**src/rtl/uart_tx_byte.sv**
```systemverilog
// 8N1 UART transmitter with a one-deep holding register in front of the shifter.
// txempty reports holding-register status and is the load handshake for the upstream sequencer.
module uart_tx_byte #(
  parameter int CLKS_PER_BIT = 5208,
  parameter int DATA_BITS    = 8
) (
  input  logic                 clk,
  input  logic                 rst_n,
  input  logic [DATA_BITS-1:0] txdata,
  input  logic                 ldtxdata,
  output logic                 txempty,
  output logic                 txidle,
  output logic                 overrun,
  output logic                 txd
);

  localparam int BAUD_W = (CLKS_PER_BIT > 1) ? $clog2(CLKS_PER_BIT) : 1;
  localparam int BIT_W  = (DATA_BITS > 1) ? $clog2(DATA_BITS) : 1;
  localparam logic [BAUD_W-1:0] BAUD_LAST = BAUD_W'(CLKS_PER_BIT - 1);
  localparam logic [BIT_W-1:0]  BIT_LAST  = BIT_W'(DATA_BITS - 1);

  typedef enum logic [1:0] {
    IDLE,
    START,
    DATA,
    STOP
  } state_t;

  state_t state, state_n;

  logic [BAUD_W-1:0]    baud_cnt, baud_cnt_n;
  logic [BIT_W-1:0]     bit_cnt, bit_cnt_n;
  logic [DATA_BITS-1:0] shift, shift_n;
  logic [DATA_BITS-1:0] hold, hold_n;
  logic                 hold_full, hold_full_n;
  logic                 txd_r, txd_n;
  logic                 ovr_r, ovr_n;
  logic                 idle_r, idle_n;
  logic                 baud_done;
  logic                 transfer;

  assign baud_done = (baud_cnt == BAUD_LAST);
  // Hold drains into the shifter when idle or exactly as the stop bit ends (no idle gap).
  assign transfer  = hold_full && ((state == IDLE) || ((state == STOP) && baud_done));

  always_ff @(posedge clk or negedge rst_n) begin
    if (!rst_n) state <= IDLE;
    else        state <= state_n;
  end

  always_comb begin
    state_n = state;
    case (state)
      IDLE:    if (transfer) state_n = START;
      START:   if (baud_done) state_n = DATA;
      DATA:    if (baud_done && (bit_cnt == BIT_LAST)) state_n = STOP;
      STOP:    if (baud_done) state_n = hold_full ? START : IDLE;
      default: state_n = IDLE;
    endcase
  end

  always_comb begin
    baud_cnt_n  = baud_done ? '0 : baud_cnt + 1'b1;
    bit_cnt_n   = bit_cnt;
    shift_n     = shift;
    txd_n       = txd_r;
    hold_n      = hold;
    hold_full_n = hold_full;
    ovr_n       = ovr_r;
    case (state)
      IDLE: begin
        baud_cnt_n = '0;
        bit_cnt_n  = '0;
      end
      START: if (baud_done) begin
        txd_n     = shift[0];
        bit_cnt_n = '0;
      end
      DATA: if (baud_done) begin
        if (bit_cnt == BIT_LAST) begin
          txd_n = 1'b1;
        end else begin
          shift_n   = shift >> 1;
          txd_n     = shift_n[0];
          bit_cnt_n = bit_cnt + 1'b1;
        end
      end
      default: ;
    endcase
    if (transfer) begin
      shift_n     = hold;
      txd_n       = 1'b0;
      baud_cnt_n  = '0;
      hold_full_n = 1'b0;
    end
    // A load coinciding with a transfer refills the hold; otherwise a full hold drops it.
    if (ldtxdata) begin
      if (!hold_full || transfer) begin
        hold_n      = txdata;
        hold_full_n = 1'b1;
      end else begin
        ovr_n = 1'b1;
      end
    end
    idle_n = (state_n == IDLE) && !hold_full_n;
  end

  always_ff @(posedge clk or negedge rst_n) begin
    if (!rst_n) begin
      baud_cnt  <= '0;
      bit_cnt   <= '0;
      shift     <= '0;
      hold      <= '0;
      hold_full <= 1'b0;
      txd_r     <= 1'b1;
      ovr_r     <= 1'b0;
      idle_r    <= 1'b1;
    end else begin
      baud_cnt  <= baud_cnt_n;
      bit_cnt   <= bit_cnt_n;
      shift     <= shift_n;
      hold      <= hold_n;
      hold_full <= hold_full_n;
      txd_r     <= txd_n;
      ovr_r     <= ovr_n;
      idle_r    <= idle_n;
    end
  end

  assign txd     = txd_r;
  assign txempty = !hold_full;
  assign txidle  = idle_r;
  assign overrun = ovr_r;

endmodule

```
**config.mk**
```make
export PLATFORM = sky130hd
export DESIGN_NAME = uart_tx_byte
export DESIGN_NICKNAME = d
export VERILOG_FILES = /design/src/rtl/uart_tx_byte.sv
export SDC_FILE = /design/constraint.sdc
export NUM_CORES = 1
export LEC_CHECK = 0
export ABC_AREA = 1
export CORE_AREA = 4 4 64 66
export DETAILED_ROUTE_END_ITERATION = 8
export DIE_AREA = 0 0 68 70
export GPL_TIMING_DRIVEN = 0
export PLACE_DENSITY = 0.76
export SLEW_MARGIN = 20
export SYNTH_ARGS = -nofsm -noshare
export SYNTH_HDL_FRONTEND = slang
export SYNTH_SLANG_ARGS = --single-unit
```
**constraint.sdc**
```tcl
create_clock -name clk -period 2 [get_ports clk]
set_clock_uncertainty 0.2 [all_clocks]
set_input_delay 0.3 -clock clk [delete_from_list [all_inputs] [get_ports clk]]
set_output_delay 0.3 -clock clk [all_outputs]
set_load 0.1 [all_outputs]
```
# After elaboration in Yosys (flattened, before gate mapping)
# Cells that the tools add are included.
# Widths: inputs -> output; s select.
# totals
elab_cells,67
in_bits,11
out_inout_bits,4
reg_bits,38
# op_classes
n_bitwise,1
n_reduce_logical,19
n_addsub,2
n_eq_ne,11
mux,25
# op_table
operator,n
$mux 13,3
$mux 8,4
$add 13x1->13 const B,1
$eq 13x13->1 const B,1
$mux 3,3
$pmux 3 s3,1
$mux 1,8
$mux 2,4
$ne 2x2->1 const B,4
$pmux 2 s4,1
$ne 3x3->1 const B,2
$reduce_and 3->1,2
$reduce_bool 3->1,2
$eq 2x2->1 const B,2
$logic_and 1x1->1,4
$logic_not 2->1,2
$reduce_and 2->1,2
$reduce_and 4->1,1
$reduce_bool 2->1,2
$add 3x1->3 const B,1
$eq 3x3->1 const B,1
$eq 2x1->1 const B,1
$logic_not 1->1,2
$logic_or 1x1->1,2
other kinds (2),2

# Logic depth before layout (Yosys ltp)
# logic_depth
ltp_word,9
depth_mapped,9

# Worst setup path before layout
# No wires, ideal clock.
# synth_timing
path_type,register -> register
from,reg hold_full
to,reg shift[5]
t_arrival_ns,1.550
path_stages_with_launch,7
setup_slack_ns,0.181
path_buffers,1
period_less_slack_ns,1.819
cell_sequence,dfrtp_1 -> inv_1 -> nor2_8 -> nand2_4 -> buf_6 -> nand3_1 -> nand3_1
# synth_via
elab_chain_len,3
word_cells_on_any_way,6
cone_classes,eq/ne: 1; mux: 1; reduce/logical: 4
# synth_rtl
item,line_no,rtl
from (decl),35,"logic hold_full, hold_full_n;"
from (signal assigned),123,hold_full <= hold_full_n;
$logic_and 1x1->1 (*),44,assign transfer = hold_full && ((state == IDLE) || ((state == STOP) && baud_done));
$ne 2x2->1 (no source line) / $reduce_bool 2->1 (equally long branches),n/a,
$reduce_and 3->1 (no source line),n/a,
to (signal assigned),121,shift <= shift_n;
to (decl),33,"logic [DATA_BITS-1:0] shift, shift_n;"
# Mark *: on every way between the ends. The rest lies on a longest branch, timed or not.
# A chain may end at the register's enable or synchronous reset.

# Worst setup path after layout
# layout_timing
from,"reg txd_r, in the netlist txd"
to,out txd
# layout_lines
item,line_no,rtl
from (decl),36,"logic txd_r, txd_n;"
from (signal assigned),124,txd_r <= txd_n;
to (decl),14,output logic txd
# No word-level cell between the ends.

==> results.md <==
* Cell family with most CP delay: flip-flops
* Antenna fix cells at 0
* Sink count of the clock tree at 38
* Master cell of the clock root buffer: clkbuf_4
* Placed cell area at 0.00216 sq mm
* Combinational family with the most area after synthesis: simple AND/OR/NAND/NOR gates
* Pin count of the biggest net entering global routing at 27
* Layout overhead on the synthesized area at 13.7%
* Initial core utilization at 0.547
* Sequential share of the synthesized area at 0.487
* Clock slew seen by the registers of the worst setup and hold paths at 0.11 ns
* Arrival time of data at the critical path endpoint at 1.43 ns
* Unrepaired setup endpoints after global routing: false
* Average wire per standard cell at 11.5 um
* DIE AREA at 0.00476 sq mm
* Gr ovfl total at 0
* Number of antenna violations at the first check in global routing at 0
* CTS H-Tree Depth at 2
* Number of distinct library cells after synthesis at 27
* Number of cells produced by synthesis at 230
* Via count of the first global-routing pass at 1368
* Hold WC Path Type: in2reg
* Synthesized net count at 244
* Final cell utilization of the core at 0.622
* Part of the total power dissipated in the clock network at 0.311
* Placeable Area at 0.00358 sq mm
* Total number of placement rows at 22
* Post-DP HPWL at 2590 um
* Total wire length after detailed routing at 3470 um
* Mean post-synth cell area at 8.51 sq um
* Area share of xor/xnor cells in the synthesized design at 0.0358
* Tightest Pin Transition at 0.544 ns
* Delay of the slowest critical-path stage at 0.55 ns
* Cell area after technology mapping at 0.00196 sq mm
* Worst hold path endpoint: hold[0]$_DFFE_PN0P_
* Logic pwr share at 0.046
* Compound-Gate Fraction of Synth Area at 0.0217
* Number of remaining DRC errors at 0
* Worst ir drop on vdd at 0.378 mV
* Simple-gate portion of the synthesized area at 0.371
* Count of synthesis-stage warnings from yosys at 0
* Reg2Reg Setup Slack at 0.15 ns
* Number of enable flip-flop cells after synthesis at 0
* Final hold violations at 0
* Worst setup EP type: output port
* Cell with the largest stage delay on the worst path: dfstp_2
* Worst skew pair latency at 0.34 ns
* Sw frac at 0.236
* Width of the die at 68 um
* Wire length of the first global-routing pass at 6060 um
* Largest cells by area after synthesis: dfrtp_1, nand3_1, nand2_1, nor2_1, xor2_1
* Fin area at 0.00223 sq mm
* Clock tree from TritonCTS: done
* Per-cell via count in the routed design at 4.97
* Number of max-cap violations at 0
* Buffer depth of the longest clock path at 2
* Start point of the worst hold path: ldtxdata
* Worst setup margin at 0.0675 ns
* Synth Register Bits at 38
* Number of buffers inserted during clock tree synthesis at 5
* Net Switching at 0.000292 W
* Number of nets in the final layout at 266
* R2r startpoint: baud_cnt[0]$_DFF_PN0_
* Most common cell after layout, fill and taps aside: nand2_1
* Startpoint kind of the worst setup timing path: flip-flop
* Placement-stage worst setup slack at -0.212 ns
* Number of cells traversed by the worst register-to-register path at 9
* Hold path depth at 3
* Count of buffers from port buffering at 13
* Required time at the worst-slack endpoint at 1.50 ns
* Yosys top cell by area: dfrtp_1
* Critical path class: reg2out
* Number of endpoints failing setup at the final stage at 0
* Initial DRC count at 97
* Routing usage on met2 at 0.232
* Fraction of synthesized area in multiplexers at 0
* Top-level port count at 15
* Routability cong. at 0.772
* Buffer and inverter count on the worst path at 1
* Detailed-router iteration count before antenna repair at 4
* Int Power at 0.000948 W
* Status: completed
* PD cells at 557 mW/mm^2
* Count of nets left with antenna violations after detail routing at 0
* Number of slew-limit violations in the final report at 0
* Met3 layer usage reported by global route at 0.0531
* Area share of fa/ha/maj cells after synthesis at 0.0192
* Highest attainable clock frequency at 517 MHz
* Worst hold margin at 0.144 ns
* Pleak at 1.08 nW
* Global-route layer with the greatest usage: met1
* Predominant post-synthesis flop cell: dfrtp_1
* Post-CTS setup buffer count at 0
* Ordered cell list for the critical path: clkdlybuf4s15_2
* Die Y-Extent at 70 um
* Worst slew margin relative to its limit at 0.639
* Shortest clock period the worst path allows after layout at 1.93 ns
* Async set or reset register ratio after synthesis at 1.00
* Area share of the largest cell type after synthesis at 0.460
* GRT Total Usage at 0.168
* Highest-count cells in the layout ignoring fill and taps: nand2_1, nand3_1, dfrtp_1, nor2_1, inv_1
* Sequential share of power at 0.644
* Total via count after detailed routing at 1497
* Capture instance of the worst register-to-register path: shift[5]$_DFFE_PN0P_
* Met1 GRT Util at 0.247
* Layout cell share with drive strength beyond 1 at 0.150
* Period Utilization, post-route at 0.966
* Largest fanout on the critical path at 2
## worst reg2reg max path: cells and delay by family, from the launching register on
family,cells,cell delay (ns)
buf+inv,1,0.14
fa+ha+maj,1,0.23
flops,1,0.43
simple gates,7,0.74
## synthesized netlist by cell type (3+ instances only)
library cell and n:
ha_1 3, nor2_1 25, nor2_4 5, o21ai_0 3, inv_1 16, dfrtp_1 36, nand3_1 48, o21ai_1 3
nor3_1 4, inv_2 6, xor2_1 8, nand2_1 52
## layout make-up
type / count / area [sq um]
multi-input cells: 164 / 880
fillers: 318 / 1350
inverters: 23 / 86.3
clock buffers: 6 / 41.3
repair buffers: 15 / 154
flip-flops and latches: 38 / 953
plain buffers: 5 / 41.3
well taps: 48 / 60.1
clock inverters: 2 / 10.0
## logic make-up after synthesis
kind of cell / Yosys count
flip-flops: 38
adder cells (fa/ha/maj): 3
AO/OA/AOI/OAI: 8
AND/OR/NAND/NOR: 145
buffers and inverters: 28
XOR/XNOR: 8
## stage by stage
step,total power (W),setup TNS [ns],instances
detailed placement,0.000869,-0.458,292
global placement,0.000863,-18.05,291
floorplan,0.000826,0,230
finish,0.00124,0,301
CTS,0.00125,0,301
global route,0.00129,0,301
## flip-flops by register name, summed over array words and instances, names as in the netlist
name       cells
overrun        1
shift          8
txd            1
baud_cnt      13
hold_full      1
txidle         1
state          2
hold           8
bit_cnt        3
## layer usage
metal	vias to the layer above	part of all wire
met5	-	0
met4	0	0.015
met3	5	0.047
met2	27	0.43
met1	675	0.51
li1	790	-
## timing repair
item	4_1_cts	5_1_grt
setup endpoints to repair	4	1
gates resized for setup	14	1
hold buffers	1	0
endpoints found under the hold margin	37	0
## worst max-delay path by stage
stage | cells after the start | end | startpoint | slack (ns)
floorplan | 6 | shift[5]$_DFFE_PN0P_ | hold_full$_DFF_PN0_ | 0.18
global placement | 1 | shift[3]$_DFFE_PN0P_ | rst_n | -0.48
detailed placement | 2 | txempty | hold_full$_DFF_PN0_ | -0.21
CTS | 1 | txd | txd$_DFFE_PN1P_ | 0.05
global route | 9 | shift[3]$_DFFE_PN0P_ | baud_cnt[0]$_DFF_PN0_ | 0.02
finish | 1 | txd | txd$_DFFE_PN1P_ | 0.07
## power by group through the flow
stage	clock network, W	logic (W)	registers, W
6_report	0.000385	0.0000569	0.000798
5_1_grt	0.000428	0.0000654	0.000800
4_1_cts	0.000393	0.0000584	0.000798
3_5_place_dp	0	0.0000568	0.000813
3_3_place_gp	0	0.0000513	0.000812
2_1_floorplan	0	0.0000167	0.000809
Note: power is estimated with default switching activity, not from simulation.
